[src/rtl/pc_fetch_unit.sv]
`default_nettype none
//============================================================================
// Module      : pc_fetch_unit
// Description : OTTER program-counter owner and instruction-fetch front end.
//               Holds the PC, issues one instruction-memory request at a time
//               (req/ack), and presents each fetched word to decode through a
//               valid/ready handshake. Redirects select the JALR/BRANCH/JAL
//               target; otherwise the PC advances by 4. A misaligned target
//               raises a sticky fault and halts fetch.
// Ports       : clk, rst_n                      clock, async active-low reset
//               redirect, redirect_sel          next-PC override and selector
//               jalr_addr/branch_addr/jal_addr  candidate targets
//               imem_req/imem_addr/imem_ack/imem_rdata  memory request port
//               instr_valid/instr_ready         decode handshake
//               instr/instr_pc/instr_pc4        delivered instruction bundle
//               fault                           sticky misaligned-target flag
// Revision    : 1.0  initial release
//============================================================================
module pc_fetch_unit #(
    parameter logic [31:0] RESET_VEC   = 32'h0000_0000,
    parameter bit          CHECK_ALIGN = 1'b1
) (
    input  logic        clk,
    input  logic        rst_n,
    input  logic        redirect,
    input  logic [1:0]  redirect_sel,
    input  logic [31:0] jalr_addr,
    input  logic [31:0] branch_addr,
    input  logic [31:0] jal_addr,
    output logic        imem_req,
    output logic [31:0] imem_addr,
    input  logic        imem_ack,
    input  logic [31:0] imem_rdata,
    output logic        instr_valid,
    input  logic        instr_ready,
    output logic [31:0] instr,
    output logic [31:0] instr_pc,
    output logic [31:0] instr_pc4,
    output logic        fault
);

    typedef enum logic [1:0] {
        ST_RST   = 2'd0,
        ST_FETCH = 2'd1,
        ST_HOLD  = 2'd2,
        ST_HALT  = 2'd3
    } state_t;

    state_t      r_state,     w_state_nxt;
    logic [31:0] r_pc,        w_pc_nxt;
    logic [31:0] r_pend,      w_pend_nxt;
    logic        r_discard,   w_discard_nxt;
    logic        r_fault,     w_fault_nxt;
    logic [31:0] r_instr,     w_instr_nxt;
    logic [31:0] r_instr_pc,  w_instr_pc_nxt;
    logic [31:0] r_instr_pc4, w_instr_pc4_nxt;

    logic [31:0] w_raw_target;
    logic [31:0] w_target;
    logic        w_redir;
    logic        w_misalign;
    logic [31:0] w_pc_plus4;

    // Target selection; selector 0 means "no redirect" so its value is unused.
    always_comb begin
        w_raw_target = 32'h0000_0000;
        case (redirect_sel)
            2'd1:    w_raw_target = jalr_addr;
            2'd2:    w_raw_target = branch_addr;
            2'd3:    w_raw_target = jal_addr;
            default: w_raw_target = 32'h0000_0000;
        endcase
    end

    // With alignment checking disabled the low bits are simply dropped.
    assign w_target   = CHECK_ALIGN ? w_raw_target : {w_raw_target[31:2], 2'b00};
    assign w_redir    = redirect && (redirect_sel != 2'd0);
    assign w_misalign = CHECK_ALIGN && (w_raw_target[1:0] != 2'b00);
    assign w_pc_plus4 = r_pc + 32'd4;

    always_ff @(posedge clk or negedge rst_n) begin
        if (!rst_n) begin
            r_state     <= ST_RST;
            r_pc        <= RESET_VEC;
            r_pend      <= 32'h0000_0000;
            r_discard   <= 1'b0;
            r_fault     <= 1'b0;
            r_instr     <= 32'h0000_0000;
            r_instr_pc  <= 32'h0000_0000;
            r_instr_pc4 <= 32'h0000_0000;
        end else begin
            r_state     <= w_state_nxt;
            r_pc        <= w_pc_nxt;
            r_pend      <= w_pend_nxt;
            r_discard   <= w_discard_nxt;
            r_fault     <= w_fault_nxt;
            r_instr     <= w_instr_nxt;
            r_instr_pc  <= w_instr_pc_nxt;
            r_instr_pc4 <= w_instr_pc4_nxt;
        end
    end

    always_comb begin
        w_state_nxt     = r_state;
        w_pc_nxt        = r_pc;
        w_pend_nxt      = r_pend;
        w_discard_nxt   = r_discard;
        w_fault_nxt     = r_fault;
        w_instr_nxt     = r_instr;
        w_instr_pc_nxt  = r_instr_pc;
        w_instr_pc4_nxt = r_instr_pc4;

        case (r_state)
            ST_RST: begin
                w_state_nxt = ST_FETCH;
            end

            ST_FETCH: begin
                if (r_fault) begin
                    // Faulted with a request still open: let memory finish, then stop.
                    if (imem_ack) begin
                        w_state_nxt = ST_HALT;
                    end
                end else if (w_redir && w_misalign) begin
                    w_fault_nxt   = 1'b1;
                    w_discard_nxt = 1'b0;
                    if (imem_ack) begin
                        w_state_nxt = ST_HALT;
                    end
                end else if (imem_ack) begin
                    if (w_redir) begin
                        w_pc_nxt      = w_target;
                        w_discard_nxt = 1'b0;
                    end else if (r_discard) begin
                        w_pc_nxt      = r_pend;
                        w_discard_nxt = 1'b0;
                    end else begin
                        w_instr_nxt     = imem_rdata;
                        w_instr_pc_nxt  = r_pc;
                        w_instr_pc4_nxt = w_pc_plus4;
                        w_pc_nxt        = w_pc_plus4;
                        w_state_nxt     = ST_HOLD;
                    end
                end else if (w_redir) begin
                    // The address must stay put until ack, so park the target.
                    w_pend_nxt    = w_target;
                    w_discard_nxt = 1'b1;
                end
            end

            ST_HOLD: begin
                if (w_redir && w_misalign) begin
                    w_fault_nxt = 1'b1;
                    w_state_nxt = ST_HALT;
                end else if (w_redir) begin
                    // Redirect wins over a same-cycle handshake.
                    w_pc_nxt    = w_target;
                    w_state_nxt = ST_FETCH;
                end else if (instr_ready) begin
                    w_state_nxt = ST_FETCH;
                end
            end

            ST_HALT: begin
                w_state_nxt = ST_HALT;
            end

            default: begin
                w_state_nxt = ST_RST;
            end
        endcase
    end

    assign imem_req    = (r_state == ST_FETCH);
    assign imem_addr   = r_pc;
    assign instr_valid = (r_state == ST_HOLD);
    assign instr       = r_instr;
    assign instr_pc    = r_instr_pc;
    assign instr_pc4   = r_instr_pc4;
    assign fault       = r_fault;

endmodule
`default_nettype wire

[config.mk]
export PLATFORM = sky130hd
export DESIGN_NAME = pc_fetch_unit
export DESIGN_NICKNAME = d
export VERILOG_FILES = /design/src/rtl/pc_fetch_unit.sv
export SDC_FILE = /design/constraint.sdc
export NUM_CORES = 1
export LEC_CHECK = 0
export CAP_MARGIN = 0
export CORE_UTILIZATION = 42
export CTS_CLUSTER_SIZE = 24
export DETAILED_ROUTE_END_ITERATION = 8
export PLACE_DENSITY = 0.74
export SETUP_SLACK_MARGIN = 0.3
export SYNTH_ARGS = -nofsm -noshare
export SYNTH_HDL_FRONTEND = slang
export SYNTH_SLANG_ARGS = --single-unit
[constraint.sdc]
create_clock -name clk -period 2.17 [get_ports clk]
set_input_delay 0.651 -clock clk [delete_from_list [all_inputs] [get_ports clk]]
set_output_delay 0.651 -clock clk [all_outputs]
set_load 0.03 [all_outputs]
=== After elaboration in Yosys (flattened, before gate mapping) ===
Index checks and enable logic that the tools add are counted.

* Register bits: 164
* Bits of input ports: 135
* Output and inout bits: 131

* Add/sub/neg operators: 1
* Equal/unequal tests: 16
* Mux-type cells: 26
* Bitwise gates (word level): 5
* Reductions and logical operators: 13

{| class="wikitable"
|+ Operator list
! operator !! number
|-
| $mux 32 || 7
|-
| $pmux 32 s3 || 1
|-
| $pmux 32 s2 || 1
|-
| $add 32x3->32 const B || 1
|-
| $mux 2 || 9
|-
| $reduce_and 6->1 || 2
|-
| $eq 2x2->1 const B || 4
|-
| $ne 4x1->1 const B || 2
|-
| $pmux 2 s4 || 1
|-
| $mux 1 || 6
|-
| $ne 2x1->1 const B || 3
|-
| $ne 2x2->1 const B || 3
|-
| $reduce_bool 2->1 || 3
|-
| $not 1->1 || 5
|-
| $reduce_and 5->1 || 1
|-
| $eq 2x1->1 const B || 2
|-
| $ne 4x2->1 const B || 1
|-
| $ne 4x3->1 const B || 1
|-
| $reduce_and 4->1 || 1
|-
| $reduce_and 3->1 || 1
|-
| $reduce_bool 3->1 || 1
|-
| $logic_and 1x1->1 || 2
|-
| $logic_not 2->1 || 1
|-
| $pmux 1 s2 || 1
|-
| $reduce_and 2->1 || 1
|}

=== Depth between registers and ports, before layout ===
* Depth in word-level cells: 7
* Mapped depth: 10

=== Worst setup path before layout ===
No wires, ideal clock.

* Kind: register to register
* Start point: reg r_pc[2] (netlist: imem_addr[2])
* End point: reg r_pc[24] (netlist: imem_addr[24])
* Data arrival time: 2.402 ns
* Setup slack: -0.298 ns
* Stages on the path, launching flop included: 8
* Buffers on the path: 1
* Clock period less this slack: 2.468 ns
* Cell sequence: dfrtp_1 -> ha_1 -> nand3_4 -> or3_1 -> buf_6 -> or4_4 -> o31ai_2 -> a22o_1

* Cells in the longest elaborated chain, start to end: 7

{| class="wikitable"
|+ Ends and longest elaborated chain
! item !! line !! source
|-
| from (decl) || 50 || <nowiki>logic [31:0] r_pc, w_pc_nxt;</nowiki>
|-
| from (signal assigned) || 93 || <nowiki>r_pc <= w_pc_nxt;</nowiki>
|-
| $add 32x3->32 || 79 || <nowiki>assign w_pc_plus4 = r_pc + 32'd4;</nowiki>
|-
| $mux 32 || 134 || <nowiki>end else if (r_discard) begin</nowiki>
|-
| $mux 32 || 131 || <nowiki>if (w_redir) begin</nowiki>
|-
| $mux 32 || 130 || <nowiki>end else if (imem_ack) begin</nowiki>
|-
| $mux 32 || 124 || <nowiki>end else if (w_redir && w_misalign) begin</nowiki>
|-
| $mux 32 || 119 || <nowiki>if (r_fault) begin</nowiki>
|-
| $pmux 32 s2 || 113 || <nowiki>case (r_state)</nowiki>
|}

Every way passes these cells. The select of a mux whose other input is x is not followed.
A chain may end at the register's enable or synchronous reset.

=== Worst setup path after layout ===
* Start point: reg r_pc[2] (netlist: imem_addr[2])
* End point: reg r_instr_pc4[25] (netlist: instr_pc4[25])

* Cells in the longest elaborated chain, start to end: 1

{| class="wikitable"
|+ Ends and longest elaborated chain
! item !! line !! source
|-
| $add 32x3->32 || 79 ||
|-
| to (signal assigned) || 99 || <nowiki>r_instr_pc4 <= w_instr_pc4_nxt;</nowiki>
|-
| to (decl) || 56 || <nowiki>logic [31:0] r_instr_pc4, w_instr_pc4_nxt;</nowiki>
|}

Every way passes these cells.

==> flow_metrics.env <==
export IMPL_top_usage_layer="met2"
export IMPL_timing_rr_start="imem_addr[2]"
export IMPL_antenna_found_initial=0
export IMPL_cp_end_kind="register"
export IMPL_r2r_cells=9
export IMPL_cp_startpoint="imem_addr[2]"
export IMPL_outcome="finished, violations left"
export IMPL_grtUsageMet2_pct=46.7
export IMPL_synth_area_mm2=0.00830
export IMPL_ctsHoldBuffers=0
export IMPL_ctsLongestPathBuffers=2
export IMPL_layout_cells_non_filler=1491
export IMPL_cts_clk_slew_worst_paths_ns=0.07
export IMPL_avgSynthCellArea_um2=10.7
export IMPL_cp_endpoint="instr_pc4[25]"
export IMPL_drv_cap=0
export IMPL_dr_pass1_iters=6
export IMPL_grt_max_degree=43
export IMPL_crit_type="register to register"
export IMPL_rr_endpoint="instr_pc4[25]"
export IMPL_routed_wl_um=35500
export IMPL_yosysSeqAreaShare_pct=48.8
export IMPL_cts_buffers_inserted=17
export IMPL_fp_dieH_um=143
export IMPL_ys_warn_count=0
export IMPL_viasPerCell=6.04
export IMPL_drt_antenna_violating_nets=0
export IMPL_finalHoldViolCount=0
export IMPL_cts_root_buffer="clkbuf_16"
export IMPL_ioPinCount=266
export IMPL_gp_congestion=0.870
export IMPL_avgRoutedWirePerCell_um=23.8
export IMPL_arrival_ns=2.70
export IMPL_cp_max_fo=5
export IMPL_row_count=51
export IMPL_relSlewSlack_pct=67.0
export IMPL_drc=0
export IMPL_finalCriticalPeriod_ns=2.40
export IMPL_coreArea_mm2=0.0194
export IMPL_synth_edf_count=0
export IMPL_hold_ws_ns=0.146
export IMPL_synthFlopType="dfrtp_1"
export IMPL_cp_required_ns=2.47
export IMPL_clock_latency_ns=0.43
export IMPL_syn_num_nets=918
export IMPL_min_path_type="input port to async pin"
export IMPL_worst_slew_pin_slew_ns=0.495
export IMPL_finClkSkew_ns=0.0135
export IMPL_hpwl_um=19000
export IMPL_area_delta_synth_final_pct=81.4
export IMPL_gr_total_overflow=0
export IMPL_leakagePower_nw=7.16
export IMPL_vias=9005
export IMPL_use_met1_pct=36.7
export IMPL_cts_sinks=162
export IMPL_place_port_buffers=265
export IMPL_start_kind="register"
export IMPL_violations="setup timing"
export IMPL_grt_use_total_pct=29.1
export IMPL_die_x_um=143
export IMPL_die_area_mm2=0.0203
export IMPL_post_place_cells=1369
export IMPL_r2r_setup_slack_ns=-0.23
export IMPL_htree_levels=4
export IMPL_worst_slack_ns=-0.231
export IMPL_synth_cells=778
export IMPL_grt_pass1_wl_um=45000
export IMPL_dr_first_iter_drc_count=937
export IMPL_synth_cell_types=61
export IMPL_synth_seq_cells=162
export IMPL_grt_pass1_vias=8300
export IMPL_antenna_cells=0
export IMPL_use_met3_pct=7.50
export IMPL_nets=1353
export IMPL_powerDensity_mw_per_mm2=941
export IMPL_ys_async_sr_fraction_pct=100
export IMPL_setup_viol=17
export IMPL_maxSlewViolCount=0
export IMPL_cts_tree="yes"
export IMPL_drive_gt1_share_pct=45.2
export IMPL_rsz0062_at_grt="true"
export IMPL_fmax_mhz=416
export IMPL_period_share_pct=111
export IMPL_start_util_pct=42.8
export IMPL_ir_drop_mv=0.761
[kinds of logic after synthesis]
logic type,after synthesis,share of synthesized area [%]
buf+inv,78,4.02
compound gates,202,17.1
mux,119,15.8
fa+ha+maj,5,0.753
flops,162,48.8
simple gates,187,10.8
xor+xnor,25,2.64
[report_power, final]
group          switching (W)  internal, W  leakage (nW)
combinational        0.00346      0.00371          4.69
clock                0.00127      0.00207         0.304
sequential          0.000377      0.00328          2.16
[through the flow]
step                      cell area [µm²]  setup slack (ns)  power [W]  setup TNS (ns)  utilization (%)
after detailed placement            12200            -0.585    0.00778          -43.09             62.9
after CTS                           13800             0.129     0.0130               0             71.2
after global placement              12200            -0.535    0.00770          -40.09             62.9
after floorplan                      8480            -0.175    0.00593           -1.05                -
final                               15100            -0.231     0.0142           -1.65             77.6
after global routing                15100            -0.189     0.0145          -0.986             77.6
[worst min path at each step]
| stage | endpoint | cells after the start |
|---|---|---|
| final | fault | 1 |
| after global routing | fault | 1 |
| after floorplan | fault | 0 |
| after global placement | instr_pc[20] | 2 |
| after detailed placement | instr_pc4[29] | 2 |
| after CTS | r_pend[4] | 1 |
[sequential cells by signal (all words and copies together), names as in the netlist]
| signal | count |
|---|---|
| instr_pc4 | 30 |
| fault | 1 |
| r_discard | 1 |
| r_state | 2 |
| instr | 32 |
| imem_addr | 32 |
| r_pend | 32 |
| instr_pc | 32 |
[Yosys cell counts, drive strengths merged, types with 8 or more instances]
library cell  count  area (µm²)
dfrtp           162        4050
mux2             99        1110
nor2             55         206
nand2            53         199
clkbuf           38         143
o21ai            38         190
a21oi            37         185
a22oi            26         195
buf              23         128
xnor2            22         193
mux2i            20         200
nand3            18         108
inv              17        63.8
nor3             17        85.1
o211ai           16         120
a22o             12         105
o2bb2ai          12         105
nor4             10        68.8
a31oi             8        50.1
nand2b            8        50.1
[cell type report]
| class | count | area, µm² |
|---|---|---|
| Clock buffer | 22 | 454 |
| Clock inverter | 10 | 184 |
| Fill cell | 1109 | 4340 |
| Sequential cell | 162 | 4080 |
| Multi-Input combinational cell | 539 | 5100 |
| Timing Repair Buffer | 476 | 4840 |
| Tap cell | 265 | 332 |
| Inverter | 17 | 68.8 |
[worst max-delay path, cell delays in order, from the launching register on]
cell and delay, ns:
dfrtp_2 0.44, buf_6 0.12, buf_6 0.08, nand4_1 0.29, buf_4 0.27, or3_4 0.41, nor4_4 0.28, buf_4 0.18
xnor2_2 0.11, o21ai_1 0.10
[placed cells by master (no fill, tap or decap), types with 23 or more instances in the layout]
cell type,n
dfrtp_1,140
buf_4,125
clkdlybuf4s50_1,123
mux2_2,63
buf_6,53
dlygate4sd2_1,50
nand2_1,46
clkdlybuf4s15_1,42
mux2_4,36
nor2_1,33
a21oi_1,24
buf_12,24
a22oi_1,23
clkbuf_16,23
[routing by layer]
layer	vias up	wire length, µm
li1	3738	-
met1	4362	13200
met2	704	16700
met3	201	3640
met4	0	1980
met5	-	0
[timing repair]
action / CTS / global route
pin swaps: 31 / 56
resized for setup: 379 / 286
endpoints found under the setup margin: 281 / 210
buffers inserted: 42 / 28
cloned: 10 / 10
No activity file was read; power rests on OpenSTA's default activity.
